[src/rtl/qeciphy_rx_byte_aligner.sv]
// ============================================================================
// Module   : qeciphy_rx_byte_aligner
// Purpose  : Receive-path byte aligner. Searches the raw GT words for a
//            periodic 32-bit alignment word at any of four byte rotations,
//            qualifies it over several periods and emits the rotated stream.
// Revision : 1.0 - initial release
// ============================================================================
`timescale 1ns/1ps
`default_nettype none

module qeciphy_rx_byte_aligner #(
    parameter logic [31:0] ALIGN_WORD   = 32'hBC5A_3C96,
    parameter int          FA_PERIOD    = 1024,
    parameter int          LOCK_COUNT   = 4,
    parameter int          UNLOCK_COUNT = 4
) (
    input  logic        gt_rx_clk,
    input  logic        rst_n,
    input  logic [31:0] i_gt_rx_data,
    input  logic        i_realign,
    output logic [31:0] o_rx_data,
    output logic [1:0]  o_byte_offset,
    output logic        o_locked,
    output logic        o_lock_lost
);

    localparam int               POS_W    = $clog2(FA_PERIOD);
    localparam logic [POS_W-1:0] POS_LAST = POS_W'(FA_PERIOD - 1);
    localparam logic [3:0]       LOCK_N   = 4'(LOCK_COUNT);
    localparam logic [3:0]       UNLOCK_N = 4'(UNLOCK_COUNT);

    localparam logic [1:0] ST_SEARCH  = 2'd0;
    localparam logic [1:0] ST_CONFIRM = 2'd1;
    localparam logic [1:0] ST_LOCKED  = 2'd2;

    logic [1:0]       state;
    logic [1:0]       state_nxt;
    logic [31:0]      data_q;
    logic [63:0]      window;
    logic [31:0]      cand [4];
    logic [3:0]       cand_match;
    logic [1:0]       first_k;
    logic [1:0]       offset;
    logic [1:0]       offset_nxt;
    logic [3:0]       hits;
    logic [3:0]       hits_nxt;
    logic [3:0]       misses;
    logic [3:0]       misses_nxt;
    logic [POS_W-1:0] pos;
    logic [POS_W-1:0] pos_nxt;
    logic             detect;
    logic             slot;
    logic             unlock;
    logic             locked_nxt;
    logic             lost_nxt;
    logic [31:0]      rx_data_nxt;

    // The previous word completes the 64-bit window that all rotations draw from
    assign window = {i_gt_rx_data, data_q};

    generate
        for (genvar k = 0; k < 4; k++) begin : g_cand
            assign cand[k]       = window[8*k +: 32];
            assign cand_match[k] = (cand[k] == ALIGN_WORD);
        end
    endgenerate

    // A fresh detection is only possible while searching and not being forced to re-search
    assign detect = (state == ST_SEARCH) && !i_realign && (|cand_match);
    // Expected slot: the position where a qualified alignment word must reappear
    assign slot   = (pos == '0) && (state != ST_SEARCH);

    // Pick the lowest rotation that currently matches the alignment word
    always_comb begin
        first_k = 2'd0;
        for (int k = 3; k >= 0; k--) begin
            if (cand_match[k]) begin
                first_k = 2'(k);
            end
        end
    end

    // State register with hit/miss counters and selected rotation
    always_ff @(posedge gt_rx_clk or negedge rst_n) begin
        if (!rst_n) begin
            state  <= ST_SEARCH;
            offset <= 2'd0;
            hits   <= 4'd0;
            misses <= 4'd0;
        end else begin
            state  <= state_nxt;
            offset <= offset_nxt;
            hits   <= hits_nxt;
            misses <= misses_nxt;
        end
    end

    // Next-state logic: search, qualify over several periods, track misses once locked
    always_comb begin
        state_nxt  = state;
        offset_nxt = offset;
        hits_nxt   = hits;
        misses_nxt = misses;
        unlock     = 1'b0;
        if (i_realign) begin
            // Re-search request wins over any concurrent hit, lock or loss event
            state_nxt  = ST_SEARCH;
            hits_nxt   = 4'd0;
            misses_nxt = 4'd0;
        end else begin
            case (state)
                ST_SEARCH: begin
                    if (detect) begin
                        offset_nxt = first_k;
                        hits_nxt   = 4'd1;
                        misses_nxt = 4'd0;
                        state_nxt  = (LOCK_COUNT == 1) ? ST_LOCKED : ST_CONFIRM;
                    end
                end
                ST_CONFIRM: begin
                    if (slot) begin
                        if (cand_match[offset]) begin
                            hits_nxt = hits + 4'd1;
                            if ((hits + 4'd1) >= LOCK_N) begin
                                state_nxt  = ST_LOCKED;
                                misses_nxt = 4'd0;
                            end
                        end else begin
                            state_nxt = ST_SEARCH;
                            hits_nxt  = 4'd0;
                        end
                    end
                end
                ST_LOCKED: begin
                    if (slot) begin
                        if (cand_match[offset]) begin
                            misses_nxt = 4'd0;
                        end else if ((misses + 4'd1) >= UNLOCK_N) begin
                            state_nxt  = ST_SEARCH;
                            hits_nxt   = 4'd0;
                            misses_nxt = 4'd0;
                            unlock     = 1'b1;
                        end else begin
                            misses_nxt = misses + 4'd1;
                        end
                    end
                end
                default: begin
                    state_nxt  = ST_SEARCH;
                    hits_nxt   = 4'd0;
                    misses_nxt = 4'd0;
                end
            endcase
        end
    end

    // Output decode; the rotation used this cycle already reflects a new detection
    always_comb begin
        locked_nxt  = (state_nxt == ST_LOCKED);
        lost_nxt    = unlock;
        rx_data_nxt = cand[offset_nxt];
        pos_nxt     = (pos == POS_LAST) ? '0 : pos + 1'b1;
        if (detect) begin
            pos_nxt = POS_W'(1);
        end
    end

    // Datapath and registered outputs
    always_ff @(posedge gt_rx_clk or negedge rst_n) begin
        if (!rst_n) begin
            data_q      <= 32'd0;
            pos         <= '0;
            o_rx_data   <= 32'd0;
            o_locked    <= 1'b0;
            o_lock_lost <= 1'b0;
        end else begin
            data_q      <= i_gt_rx_data;
            pos         <= pos_nxt;
            o_rx_data   <= rx_data_nxt;
            o_locked    <= locked_nxt;
            o_lock_lost <= lost_nxt;
        end
    end

    assign o_byte_offset = offset;

endmodule

`default_nettype wire

[config.mk]
export PLATFORM = sky130hd
export DESIGN_NAME = qeciphy_rx_byte_aligner
export DESIGN_NICKNAME = d
export VERILOG_FILES = /design/src/rtl/qeciphy_rx_byte_aligner.sv
export SDC_FILE = /design/constraint.sdc
export NUM_CORES = 1
export LEC_CHECK = 0
export ABC_AREA = 1
export CORE_MARGIN = 2
export CORE_UTILIZATION = 55
export CTS_CLUSTER_DIAMETER = 30
export DETAILED_ROUTE_END_ITERATION = 7
export PLACE_DENSITY = 0.9
export SLEW_MARGIN = 0
export SYNTH_ARGS = -nofsm -noshare
export SYNTH_HDL_FRONTEND = slang
export SYNTH_SLANG_ARGS = --single-unit
[constraint.sdc]
create_clock -name gt_rx_clk -period 1.9 [get_ports gt_rx_clk]
set_input_delay 0.38 -clock gt_rx_clk [delete_from_list [all_inputs] [get_ports gt_rx_clk]]
set_output_delay 0.38 -clock gt_rx_clk [all_outputs]
set_load 0.1 [all_outputs]
==> impl_summary.md, run 1 <==
Worst setup path
The endpoint arrival time on the critical path is 2.38 ns. For flop-to-flop paths, the worst setup slack is -0.17 ns. The worst register-to-register path has a depth of 14. STA classifies the critical path startpoint as a flip-flop. The biggest fanout along the worst timing path is 8. The setup path with the least slack is of type flip-flop to flip-flop. The critical path capture point type is a flip-flop. The critical register-to-register path startpoint is data_q[24].

The capture point of the worst reg-to-reg path is o_rx_data[11]. At the worst endpoint, the required time is 2.21 ns.

Timing
The final number of max-transition violations is 0. The final count of hold timing violations is 0. In the post-route analysis, the smallest setup slack over all paths is -0.172 ns. The minimum clock period is 2.07 ns.

Headroom to the max-slew limit came out at around three quarters. The transition time at the pin with the least slew margin is between 0.3 and 0.4 ns. The share of the clock period used by the worst path is 109%. The final setup violation count is 37.

The highest clock rate is 483 MHz. Setup repair after global routing could not meet its margin everywhere. The clock arrives with 0.0119 ns of skew.

Setup total negative slack on the finished layout was measured at -4.56 ns.

Die
The initialized floorplan defines 34 standard-cell rows. Measured along the y axis, the die boundary spans roughly 99 µm. The floorplan step defined a die boundary enclosing 0.00981 mm². The area of the core is 0.00876 mm².

The count of pins on the block boundary is 71. Once the floorplan was initialized, standard cells occupied 56.7% of the core. The width of the die is 99.1 µm.

Clock tree
The number of buffers created by CTS is 9. The clock root buffer is clkbuf_8. TritonCTS built the clock tree. The source-to-sink clock delay at the later pin of the worst-skew pair is 0.37 ns.

The longest clock path from root to sink contains 2 buffers. The clock net in this run drives a total of between 80 and 90 sinks. After clock tree synthesis, the clock-pin slew on the worst setup and hold paths is 0.09 ns. The H-tree depth reported by CTS is 3.

Min path
The worst hold path begins at i_gt_rx_data[14]. Counting instances, the worst hold path has a depth of 1. The endpoint of the worst hold-timing path is data_q[14]. In this run the worst hold path is classified as primary input to flip-flop.

Finish
The area overhead of the layout relative to synthesis is 42.0%. In the layout the commonest cells are 139 x nand3_1, 128 x nand2_1, 114 x buf_4, 86 x dfrtp_1, 81 x inv_1. The most frequent standard cell in the layout excluding fill and tap cells is nand3_1. The core utilization of the finished layout is around four fifths. After routing the design area is 0.00706 mm². The repair_antennas step left the layout with diodes totalling 0. The net count of the finished layout is 867. The fraction of final layout cells with drive strength greater than 1 is about a third.

Drt
The number of DRC violations after detailed routing is 0. Across all layers, the routed design uses approximately 5.4k vias. The detail route stage leaves a number of antenna-violating nets equal to 0. The via-per-instance ratio is approximately 5.7. The routed design has 16400 µm of wire. In the final routed layout, each cell accounts on average for 17.4 µm. In this run, the number of DRC markers left after iteration 0 of detailed routing was 477. For this run, the detailed router's first-pass iteration total came to 6.

Power
VDD sags by at most 0.373 mV. The power density of the placed cells is around 600 mW/mm². The overall power after layout is 4130 µW. The leakage power is 0.00354 µW.

Synthesis
The proportion of synthesized chip area in sequential cells is approximately 44%. The number of synthesized flops with an enable pin is 0. Yosys printed 0 warnings.

By area the synthesized netlist is led by dfrtp_1 44%, nand3_1 16%, nand2_1 11%. The cell count after synthesis is 669. The top cell type by area accounts for 44.3% of the synthesized area. The average cell area after synthesis is roughly 7.4 µm².

The post-synthesis cell type with the largest combined area is dfrtp_1. The synthesized netlist contains 33 unique library cells. The register bit total from synthesis is a little under 90. The fraction of synthesis flops using an asynchronous set or reset pin is 100%. For this run, the leading register cell type out of synthesis is dfrtp_1. The total standard cell area after synthesis is 0.00497 mm². The net count of the mapped netlist is roughly 700.

Place
The number of input and output port buffers inserted is 70. The HPWL reported at the end of detailed placement is 11600 µm. The placed instances occupy a cell area of 0.00629 mm². Routability-driven placement finished with a final weighted congestion of 0.992.

Global route
The routing layer with the top usage in global route is met2. The total overflow left after global routing is 0. The number of antenna violations at the first check in global routing is 0. The fraction of met1 tracks used by global routing is 40.5%. The total routing resource utilization after global routing is 33.4%.

Entering global routing, the biggest net connects 42 pins. In the global route stage, met3 resource usage came out at 6.81%. The via count of the first global-routing pass is 5193. Global routing consumed, on the met2 layer, 55.3% of the routing resources. The first-pass GRT wire length is 25300 µm.

Status
The run finished, with violations left. The final reports fail on setup timing.

Flow run
The number of maximum-capacitance violations is 0.
==> cell type report <==
type	count	area [µm²]
tap	108	135
clock buffer	9	124
inverter	93	349
multi-input combinational	467	2640
timing repair buffer	169	1530
fill	562	1710
clock inverter	7	80.1
sequential	88	2200
==> per-layer routing <==
layer	share of wire [%]	up-vias
li1	-	2448
met1	37	2512
met2	48	332
met3	9.2	61
met4	5.4	0
met5	0	-
==> through the flow <==
step	setup WS [ns]	std cells	hold slack [ns]
global route	-0.228	941	0.197
CTS	-0.149	936	0.282
finish	-0.172	941	0.199
floorplan	0.0401	669	0.0844
detailed placement	-0.785	907	0.320
global placement	-0.705	907	0.321
==> critical path, cell delays in order (launching register included) <==
cell and delay [ns]:
dfrtp_1 0.43, nor2_1 0.12, nand2_1 0.11, buf_4 0.15
nor2_1 0.09, nand2_1 0.09, nor2_4 0.12, nor2_4 0.06
nand2_8 0.08, nand2_8 0.09, a21boi_4 0.22, buf_6 0.17
buf_16 0.13, nand3_2 0.08, nand2_1 0.06
==> cells by family (layout without fill, tap and decap cells) <==
family | count (synthesis) | after routing | synth area share (%)
XOR/XNOR | 5 | 5 | 0.881
AND/OR/NAND/NOR | 442 | 443 | 42.0
AO/OA/AOI/OAI | 15 | 15 | 1.96
adder cells (fa/ha/maj) | 4 | 4 | 1.01
flip-flops | 88 | 88 | 44.3
buffers and inverters | 115 | 278 | 9.87
==> synth_stat cells (3+ instances only) <==
cell type and n:
a21oi_1 6, buf_2 14, buf_4 3, buf_6 4, dfrtp_1 88, ha_1 4
inv_1 85, inv_2 7, nand2_1 148, nand2_2 5, nand2_8 3, nand3_1 154
nand3_2 11, nand4_1 3, nor2_1 88, nor2_2 12, nor3_1 8, nor3b_1 4
xor2_1 3
==> registers in the layout (all words and copies together) (netlist names) <==
signal / count
data_q: 32
o_rx_data: 32
pos: 10
hits: 4
misses: 4
o_byte_offset: 2
state: 2
o_lock_lost: 1
o_locked: 1
==> report_power, final <==
part           switching (µW)  internal [µW]  leakage (µW)  total (µW)
clock network             727            624      0.000102        1350
registers                49.0           1940       0.00105        1990
logic                     539            247       0.00239         786
total                    1310           2810       0.00354        4130
==> what timing repair did <==
item	CTS	global route
hold buffers	1	0
gates resized for setup	73	65
endpoints found under the hold margin	24	0
cloned	4	1
endpoints found under the setup margin	54	51
pin swaps	22	32
setup buffers	8	7
==> worst max path at each step <==
stage,startpoint,cells after the start,end,slack [ns]
finish,data_q[24],14,o_rx_data[11],-0.17
global route,data_q[26],12,o_rx_data[23],-0.23
CTS,data_q[24],14,o_rx_data[4],-0.15
detailed placement,i_gt_rx_data[9],15,misses[0],-0.78
global placement,i_gt_rx_data[9],16,hits[0],-0.70
floorplan,o_byte_offset[1],7,hits[2],0.04
(Power assumes the default switching activity.)
==> run 2: changes to the inputs <==
--- a/config.mk
+++ b/config.mk
@@ -11,7 +11,6 @@
 export CTS_CLUSTER_DIAMETER = 30
 export DETAILED_ROUTE_END_ITERATION = 7
 export PLACE_DENSITY = 0.9
-export SLEW_MARGIN = 0
 export SYNTH_ARGS = -nofsm -noshare
 export SYNTH_HDL_FRONTEND = slang
 export SYNTH_SLANG_ARGS = --single-unit
==> results of run 2 <==
The final DEF is identical to that of run 1; final timing and power are the same.
==> run 3: changes to the inputs <==
--- a/config.mk
+++ b/config.mk
@@ -6,10 +6,12 @@
 export NUM_CORES = 1
 export LEC_CHECK = 0
 export ABC_AREA = 1
+export CAP_MARGIN = 20
 export CORE_MARGIN = 2
 export CORE_UTILIZATION = 55
 export CTS_CLUSTER_DIAMETER = 30
 export DETAILED_ROUTE_END_ITERATION = 7
+export HOLD_SLACK_MARGIN = 0.15
 export PLACE_DENSITY = 0.9
 export SYNTH_ARGS = -nofsm -noshare
 export SYNTH_HDL_FRONTEND = slang
==> results of run 3 <==
The final DEF is identical to that of run 1; final timing and power are the same.
